`src/rtl/mem_stage_pkg.sv`:
```
// Shared memory-op encodings for the execute/memory boundary and the
// legality rule for a memory access given its type and address offset.
package mem_stage_pkg;

   localparam int DWIDTH       = 32;
   localparam int REG_ADDR_W   = 5;
   localparam int MEM_OP_LEN   = 2;
   localparam int MEM_TYPE_LEN = 3;

   localparam logic [MEM_OP_LEN-1:0] MEM_NONE  = 2'd0;
   localparam logic [MEM_OP_LEN-1:0] MEM_LOAD  = 2'd1;
   localparam logic [MEM_OP_LEN-1:0] MEM_STORE = 2'd2;

   localparam logic [MEM_TYPE_LEN-1:0] MEM_B  = 3'b000;
   localparam logic [MEM_TYPE_LEN-1:0] MEM_H  = 3'b001;
   localparam logic [MEM_TYPE_LEN-1:0] MEM_W  = 3'b010;
   localparam logic [MEM_TYPE_LEN-1:0] MEM_BU = 3'b100;
   localparam logic [MEM_TYPE_LEN-1:0] MEM_HU = 3'b101;

   // Illegal type encodings (and unsigned stores) are reported as misaligned.
   function automatic logic mem_misaligned(input logic [MEM_OP_LEN-1:0]   op,
                                           input logic [MEM_TYPE_LEN-1:0] mtype,
                                           input logic [1:0]              off);
      logic bad;
      bad = 1'b1;
      case (mtype)
         MEM_B:  bad = 1'b0;
         MEM_H:  bad = off[0];
         MEM_W:  bad = (off != 2'b00);
         MEM_BU: bad = (op == MEM_STORE);
         MEM_HU: bad = (op == MEM_STORE) || off[0];
         default: bad = 1'b1;
      endcase
      return bad;
   endfunction

endpackage

```
`src/rtl/mem_stage_load_align.sv`:
```
// Extracts the addressed byte/half/word from a loaded memory word and
// sign- or zero-extends it according to the load type.
module lsu_load_align
   import mem_stage_pkg::*;
#(
   parameter int XLEN = DWIDTH
) (
   input  logic [XLEN-1:0]         rdata_i,
   input  logic [1:0]              off_i,
   input  logic [MEM_TYPE_LEN-1:0] type_i,
   output logic [XLEN-1:0]         data_o
);

   logic [XLEN-1:0] shifted;

   assign shifted = rdata_i >> {off_i, 3'b000};

   always_comb begin
      data_o = shifted;
      case (type_i)
         MEM_B:  data_o = {{(XLEN-8){shifted[7]}}, shifted[7:0]};
         MEM_H:  data_o = {{(XLEN-16){shifted[15]}}, shifted[15:0]};
         MEM_BU: data_o = {{(XLEN-8){1'b0}}, shifted[7:0]};
         MEM_HU: data_o = {{(XLEN-16){1'b0}}, shifted[15:0]};
         default: data_o = shifted;
      endcase
   end

endmodule

```
`src/rtl/mem_stage.sv`:
```
// Memory stage: ALU pass-through writeback or a single outstanding
// load/store on a req/gnt/rvalid data port, with one registered wb record.
module mem_stage
   import mem_stage_pkg::*;
#(
   parameter int XLEN = DWIDTH,
   parameter int RA_W = REG_ADDR_W
) (
   input  logic                    clk,
   input  logic                    rst_n,
   input  logic                    ex_valid,
   output logic                    ex_ready,
   input  logic [MEM_OP_LEN-1:0]   ex_mem_op,
   input  logic [MEM_TYPE_LEN-1:0] ex_mem_type,
   input  logic [XLEN-1:0]         ex_alu_out,
   input  logic [XLEN-1:0]         ex_store_data,
   input  logic [RA_W-1:0]         ex_rd,
   output logic                    dmem_req,
   output logic                    dmem_we,
   output logic [3:0]              dmem_be,
   output logic [XLEN-1:0]         dmem_addr,
   output logic [XLEN-1:0]         dmem_wdata,
   input  logic                    dmem_gnt,
   input  logic                    dmem_rvalid,
   input  logic [XLEN-1:0]         dmem_rdata,
   output logic                    wb_valid,
   output logic                    wb_we,
   output logic [RA_W-1:0]         wb_rd,
   output logic [XLEN-1:0]         wb_data,
   output logic                    lsu_misaligned
);

   typedef enum logic [1:0] {S_IDLE, S_REQ, S_WAIT} state_e;

   state_e                  state_q, state_d;
   logic                    store_q;
   logic [MEM_TYPE_LEN-1:0] type_q;
   logic [XLEN-1:0]         addr_q;
   logic [XLEN-1:0]         sdata_q;
   logic [RA_W-1:0]         rd_q;

   logic                    wb_valid_q, wb_valid_d;
   logic                    wb_we_q, wb_we_d;
   logic [RA_W-1:0]         wb_rd_q, wb_rd_d;
   logic [XLEN-1:0]         wb_data_q, wb_data_d;
   logic                    misal_q, misal_d;

   logic                    accept;
   logic                    is_mem;
   logic                    in_req;
   logic [3:0]              be_c;
   logic [XLEN-1:0]         wdata_c;
   logic [XLEN-1:0]         load_data;

   assign ex_ready = (state_q == S_IDLE);
   assign accept   = ex_valid && ex_ready;
   assign is_mem   = (ex_mem_op == MEM_LOAD) || (ex_mem_op == MEM_STORE);

   // Transaction operands are only meaningful while the FSM is busy, so
   // they carry no reset; every externally visible use is gated by state.
   always_ff @(posedge clk) begin
      if (accept) begin
         store_q <= (ex_mem_op == MEM_STORE);
         type_q  <= ex_mem_type;
         addr_q  <= ex_alu_out;
         sdata_q <= ex_store_data;
         rd_q    <= ex_rd;
      end
   end

   always_comb begin
      be_c    = 4'b1111;
      wdata_c = sdata_q;
      case (type_q)
         MEM_B, MEM_BU: begin
            be_c    = 4'b0001 << addr_q[1:0];
            wdata_c = {4{sdata_q[7:0]}};
         end
         MEM_H, MEM_HU: begin
            be_c    = 4'b0011 << addr_q[1:0];
            wdata_c = {2{sdata_q[15:0]}};
         end
         default: begin
            be_c    = 4'b1111;
            wdata_c = sdata_q;
         end
      endcase
   end

   assign in_req     = (state_q == S_REQ);
   assign dmem_req   = in_req;
   assign dmem_we    = in_req && store_q;
   assign dmem_be    = in_req ? be_c : 4'b0000;
   assign dmem_addr  = in_req ? {addr_q[XLEN-1:2], 2'b00} : '0;
   assign dmem_wdata = in_req ? wdata_c : '0;

   lsu_load_align #(.XLEN(XLEN)) u_load_align (
      .rdata_i (dmem_rdata),
      .off_i   (addr_q[1:0]),
      .type_i  (type_q),
      .data_o  (load_data)
   );

   always_comb begin
      state_d    = state_q;
      wb_valid_d = 1'b0;
      wb_we_d    = 1'b0;
      wb_rd_d    = '0;
      wb_data_d  = '0;
      misal_d    = 1'b0;
      case (state_q)
         S_IDLE: begin
            if (ex_valid) begin
               if (!is_mem) begin
                  wb_valid_d = 1'b1;
                  wb_we_d    = (ex_rd != '0);
                  wb_rd_d    = ex_rd;
                  wb_data_d  = ex_alu_out;
               end else if (mem_misaligned(ex_mem_op, ex_mem_type, ex_alu_out[1:0])) begin
                  misal_d = 1'b1;
               end else begin
                  state_d = S_REQ;
               end
            end
         end
         S_REQ: begin
            if (dmem_gnt) begin
               if (store_q) begin
                  state_d    = S_IDLE;
                  wb_valid_d = 1'b1;
                  wb_rd_d    = rd_q;
               end else begin
                  state_d = S_WAIT;
               end
            end
         end
         S_WAIT: begin
            if (dmem_rvalid) begin
               state_d    = S_IDLE;
               wb_valid_d = 1'b1;
               wb_we_d    = (rd_q != '0);
               wb_rd_d    = rd_q;
               wb_data_d  = load_data;
            end
         end
         default: state_d = S_IDLE;
      endcase
   end

   always_ff @(posedge clk or negedge rst_n) begin
      if (!rst_n) begin
         state_q    <= S_IDLE;
         wb_valid_q <= 1'b0;
         wb_we_q    <= 1'b0;
         wb_rd_q    <= '0;
         wb_data_q  <= '0;
         misal_q    <= 1'b0;
      end else begin
         state_q    <= state_d;
         wb_valid_q <= wb_valid_d;
         wb_we_q    <= wb_we_d;
         wb_rd_q    <= wb_rd_d;
         wb_data_q  <= wb_data_d;
         misal_q    <= misal_d;
      end
   end

   assign wb_valid       = wb_valid_q;
   assign wb_we          = wb_we_q;
   assign wb_rd          = wb_rd_q;
   assign wb_data        = wb_data_q;
   assign lsu_misaligned = misal_q;

endmodule

```
`config.mk`:
```
export PLATFORM = sky130hd
export DESIGN_NAME = mem_stage
export DESIGN_NICKNAME = d
export VERILOG_FILES = /design/src/rtl/mem_stage_pkg.sv /design/src/rtl/mem_stage_load_align.sv /design/src/rtl/mem_stage.sv
export SDC_FILE = /design/constraint.sdc
export NUM_CORES = 1
export LEC_CHECK = 0
export ABC_AREA = 1
export BUFFER_PORTS_ARGS = -buffer_cell sky130_fd_sc_hd__buf_2
export CELL_PAD_IN_SITES_DETAIL_PLACEMENT = 0
export CELL_PAD_IN_SITES_GLOBAL_PLACEMENT = 1
export CORE_ASPECT_RATIO = 0.7
export CORE_UTILIZATION = 35
export CTS_CLUSTER_SIZE = 12
export DETAILED_ROUTE_END_ITERATION = 7
export GPL_ROUTABILITY_DRIVEN = 0
export HOLD_SLACK_MARGIN = 0.08
export PLACE_DENSITY_LB_ADDON = 0.1
export SETUP_SLACK_MARGIN = 0.1
export SLEW_MARGIN = 30
export SYNTH_ARGS = -nofsm -noshare
export SYNTH_HDL_FRONTEND = slang
export SYNTH_SLANG_ARGS = --single-unit
```
`constraint.sdc`:
```
create_clock -name clk -period 3.4 [get_ports clk]
set_input_delay 0.34 -clock clk [delete_from_list [all_inputs] [get_ports clk]]
set_output_delay 0.34 -clock clk [all_outputs]
set_load 0.01 [all_outputs]
```
=== After elaboration in Yosys (flattened, before gate mapping) ===
Cells that the tools add are included.
Widths: inputs -> output; s select.

* Logic and storage cells: 84
* Output and inout port bits: 111
* Input bits: 111
* Flip-flop bits (word level): 115

* Reduce and logical (&&, ||, !) cells: 13
* Shifts and indexed selects: 3
* Eq/ne operators: 16
* Multiplexer cells: 41

{| class="wikitable"
|+ Operators by type and width
! operator !! number
|-
| $mux 32 || 5
|-
| $pmux 32 s2 || 2
|-
| $pmux 32 s4 || 1
|-
| $shr 32x5->32 || 1
|-
| $mux 5 || 5
|-
| $mux 1 || 15
|-
| $pmux 5 s3 || 1
|-
| $eq 3x3->1 const B || 4
|-
| $mux 2 || 6
|-
| $reduce_bool 5->1 || 2
|-
| $ne 2x2->1 const B || 4
|-
| $pmux 4 s2 || 1
|-
| $eq 3x1->1 const B || 2
|-
| $logic_not 3->1 || 2
|-
| $pmux 2 s3 || 1
|-
| $pmux 1 s5 || 1
|-
| $reduce_and 5->1 || 1
|-
| $eq 2x1->1 const B || 2
|-
| $eq 2x2->1 const B || 2
|-
| $mux 4 || 1
|-
| $reduce_or 2->1 || 2
|-
| $shl 1x2->4 const A || 1
|-
| $shl 2x2->4 const A || 1
|-
| $eq 3x2->1 const B || 1
|-
| other kinds (7) || 9
|}

=== Depth between registers and ports, before layout ===
* Depth after elaboration: 10
* Mapped depth: 10
* Mapped depth without buffers: 7

=== Hierarchy ===
A second synthesis with hierarchy kept.

* Cell total of the unflattened synthesis: 623
* Area, all modules: 5,660.4 um^2

{| class="wikitable"
|+ By module, submodules not included
! module !! area an instance (um^2) !! seq. area each (um^2) !! times used !! cells an instance
|-
| mem_stage || 4,739.5 || 3,243.1 || 1 || 465
|-
| lsu_load_align || 920.9 || 0.0 || 1 || 158
|}

=== Worst setup path before layout ===
No wires, ideal clock.

* Path kind: register to register
* Start: register state_q[1]
* End: register wb_data_q[12], in the netlist wb_data[12]
* Required time: 3,335 ps
* Path buffers: 2
* Cell stages (with the launch flop): 10
* Slack: 978 ps
* Data arrival time: 2,357 ps
* Period minus slack after synthesis: 2,422 ps
* Cell sequence: dfrtp_1 -> nor2_2 -> inv_2 -> nor2_4 -> inv_2 -> nor2_2 -> buf_4 -> buf_6 -> nand2_1 -> nand2_1

* Longest elaborated chain between the ends: 2

{| class="wikitable"
|+ Ends and longest elaborated chain
! item !! RTL line !! text
|-
| from (decl) || mem_stage.sv:35 || <nowiki>state_e state_q, state_d;</nowiki>
|-
| from (signal assigned) || mem_stage.sv:159 || <nowiki>state_q <= state_d;</nowiki>
|-
| $logic_not 2->1 || - ||
|-
| via ex_ready || mem_stage.sv:12 || <nowiki>output logic ex_ready,</nowiki>
|-
| $pmux 32 s2 || mem_stage.sv:111 || <nowiki>case (state_q)</nowiki>
|-
| via wb_data_d[12] || mem_stage.sv:45 || <nowiki>logic [XLEN-1:0] wb_data_q, wb_data_d;</nowiki>
|-
| to (signal assigned) || mem_stage.sv:163 || <nowiki>wb_data_q <= wb_data_d;</nowiki>
|-
| to (decl) || mem_stage.sv:45 ||
|}

The timed path passes the listed nets, and every way through them passes these cells.
A chain may end at the register's enable or synchronous reset.

=== Final worst setup path ===
* Start: register type_q[1]
* End: output dmem_be[2]

* Longest elaborated chain between the ends: 4

{| class="wikitable"
|+ Ends and longest elaborated chain
! item !! RTL line !! text
|-
| from (decl) || mem_stage.sv:37 || <nowiki>logic [MEM_TYPE_LEN-1:0] type_q;</nowiki>
|-
| from (signal assigned) || mem_stage.sv:64 || <nowiki>type_q <= ex_mem_type;</nowiki>
|-
| $eq 3x1->1, or another cell as far along || mem_stage.sv:74 || <nowiki>case (type_q)</nowiki>
|-
| $reduce_or 2->1 || mem_stage.sv:74 ||
|-
| $pmux 4 s2 (*) || mem_stage.sv:74 ||
|-
| $mux 4 (*) || mem_stage.sv:93 || <nowiki>assign dmem_be = in_req ? be_c : 4'b0000;</nowiki>
|-
| to (decl) || mem_stage.sv:20 || <nowiki>output logic [3:0] dmem_be,</nowiki>
|}

Every way passes the cells marked *; elsewhere a longest branch is shown, timed or not.

==> qor.yml <==
route:
  drt_iter0_drc: 236
  met1_length_um: 7103
  drtPass1Iterations: 5
  topRoutingLayerUsed: "met5"
  ant_nets: 0
  dr_wl_met2_um: 6731
  routed_via_density: 4.685
  via_count: 4751
  drc: 0
  drt_wl_total_um: 15320
  wl_met3_um: 1347
  wl_per_cell_um: 15.11
cells_and_area:
  nets: 917
  regArea_sq_mm: 0.003243
  drive_gt1_frac: 0.3313
  fillers: 1461
  utilization: 0.4779
  area_delta_synth_final_pct: 32.06
  multi_input_area_sq_mm: 0.001709
sta:
  setup_tns_ps: 0
  final_hold_viol_count: 0
  finClkSkew_ps: 7.565
  slew_viol_final: 0
  max_slew_margin: 0.4270
  setup_violations: 0
  tightest_slew_ps: 857.5
  fin_crit_ps: 2650
  period_share: 0.7795
  rsz0062_at_grt: "no"
  max_freq_ghz: 0.3773
die:
  initial_core_util: 0.3619
  core_area_sq_mm: 0.01486
  num_rows: 37
  die_area_sq_mm: 0.01587
  die_width_um: 150.2
  pin_count: 222
  chipHeight_um: 105.7
critical_path:
  worstPathArrival_ps: 2310
  worstSetupPathType: "flip-flop to output port"
  cp-end-kind: "output port"
  required_ps: 3060
  start_kind: "flip-flop"
  critPathMaxFanout: 38
clock_tree:
  clock-sinks: 115
  root_buffer: "clkbuf_16"
  cts_tree: "built"
  htree_levels: 4
  clkTransAtPathRegs_ps: 50
  clockBufferDepth: 2
  clk_latency_ps: 400
  cts_made_buffers: 17
  cts_resized: 0
place:
  hpwl_um: 11140
  io_buffers: 219
synthesis:
  yosysMostFrequentCell: "nand2_1"
  ys_ff_latch: 115
  yosysTopAreaCell: "edfxtp_1"
  netlist_instances: 593
  synth_top_area_share: 0.4076
  synth_area_leaders: "edfxtp_1 41%, dfrtp_1 20%, nand2_1 13%"
  synth_edf_count: 73
  ys_seq_area_frac: 0.6031
  yosysUniqueCellTypes: 29
  async_reset_ff_frac: 0.3652
  synth_ff_type: "edfxtp_1"
  netlist_area_sq_mm: 0.005378
  synth_commonest_cells: "189 x nand2_1, 73 x edfxtp_1, 58 x nor2_1"
  postSynthAreaPerCell_sq_um: 9.069
  yosysWarnings: 0
power_and_ir_drop:
  power_density_mw_per_mm2: 563.7
  cellLeakagePower_nw: 3.752
  max-vdd-ir-drop_mv: 0.3020
status:
  status: "completed"
global_route:
  grt_overflow: 0
  grt_usage: 0.1986
  grt_pass1_wl_um: 23360
  grt_pass1_vias: 4434
  grt_max_degree: 74
  antenna_found_initial: 2
worst_hold_path:
  holdCritPathClass: "input port to flip-flop"
run:
  drv_cap: 0
==> cell type report <==
cell class | instances | share of cell area
clock inverter | 11 | 0.009161
clock buffer | 21 | 0.06342
inverter | 62 | 0.03347
multi-input combinational | 384 | 0.2407
sequential | 115 | 0.4567
tap | 195 | 0.03436
antenna | 1 | 0.0003524
timing repair buffer | 225 | 0.1619
==> sequential cells by signal (all words and copies together), names as in the netlist, 2 cells and up <==
signal   count
addr_q      32
sdata_q     32
wb_data     32
rd_q         5
wb_rd        5
type_q       3
state_q      2
==> what timing repair did <==
action                    4_1_cts  5_1_grt
hold buffers                    1        0
hold endpoints to repair       42        0
setup buffers                   0        0
==> logic make-up (layout without fill, tap and decap cells) <==
| kind of cell | Yosys count | count (layout) | share of synthesized area |
|---|---|---|---|
| compound gates | 79 | 79 | 0.07934 |
| fa+ha+maj | 1 | 1 | 0.002326 |
| buf+inv | 95 | 319 | 0.08074 |
| flops | 115 | 115 | 0.6031 |
| other cells | 1 | 3 | 0.0006973 |
| simple gates | 302 | 302 | 0.2338 |
==> where the power goes <==
part / switching (mW) / internal (mW) / leakage, nW
registers: 0.0591 / 1.67 / 1.27
logic: 0.485 / 0.245 / 2.23
clock network: 0.606 / 0.937 / 0.250
==> critical path, cell delays in order, from the launching register on <==
cell and delay, ps:
edfxtp_1 780, inv_6 250, nand2_4 230, inv_1 80
nand3_1 60, o21ai_0 90, o21ai_0 210, inv_1 60
buf_2 140
==> final timing paths <==
check                                 startpoint           to  slack [ps]  cells past startpoint
worst min-delay path            ex_store_data[0]   sdata_q[0]         110                      1
min in group asynchronous                  rst_n   wb_data[2]         490                      2
worst max register to register         addr_q[1]  wb_data[29]        1110                      7
worst min register to register           store_q   state_q[1]         530                      3
max in group asynchronous                  rst_n   wb_data[0]        2530                      2
worst max-delay path                   type_q[1]   dmem_be[2]         750                      8
==> routing by layer <==
metal,vias up,track usage
met5,-,0
met2,187,0.3026
met1,2192,0.2652
met4,2,0.06349
met3,14,0.06623
li1,2356,-
==> placed cells by master, fill, tap and decap left out, types with 2 or more instances in the layout <==
| master | count |
|---|---|
| buf_2 | 218 |
| nand2_1 | 189 |
| edfxtp_1 | 73 |
| nor2_1 | 58 |
| inv_1 | 55 |
| dfrtp_1 | 42 |
| nand3_1 | 37 |
| a21oi_1 | 36 |
| o21ai_0 | 27 |
| clkbuf_16 | 17 |
| o22ai_1 | 8 |
| o211ai_1 | 7 |
| clkinv_2 | 6 |
| inv_2 | 5 |
| nor3_1 | 5 |
| buf_4 | 5 |
| nor2_2 | 4 |
| nor2_4 | 3 |
| clkbuf_1 | 3 |
| clkinvlp_4 | 3 |
| clkinv_1 | 2 |
| nand2_4 | 2 |
| nand3_2 | 2 |
| conb_1 | 2 |
==> through the flow <==
step | setup WS (ps) | power [mW] | hold slack [ps] | cells | cell area, sq um
after floorplan | 978.5 | 2.188 | 44.41 | 594 | 5381
after CTS | 724.3 | 4.048 | 86.79 | 1013 | 7096
after global placement | 1194 | 2.484 | 517.5 | 980 | 6568
after global routing | 564.9 | 4.200 | 81.09 | 1013 | 7099
final | 749.7 | 4.003 | 105.4 | 1014 | 7102
after detailed placement | 1159 | 2.491 | 379.0 | 980 | 6570
Note: power is estimated with default switching activity, not from simulation.
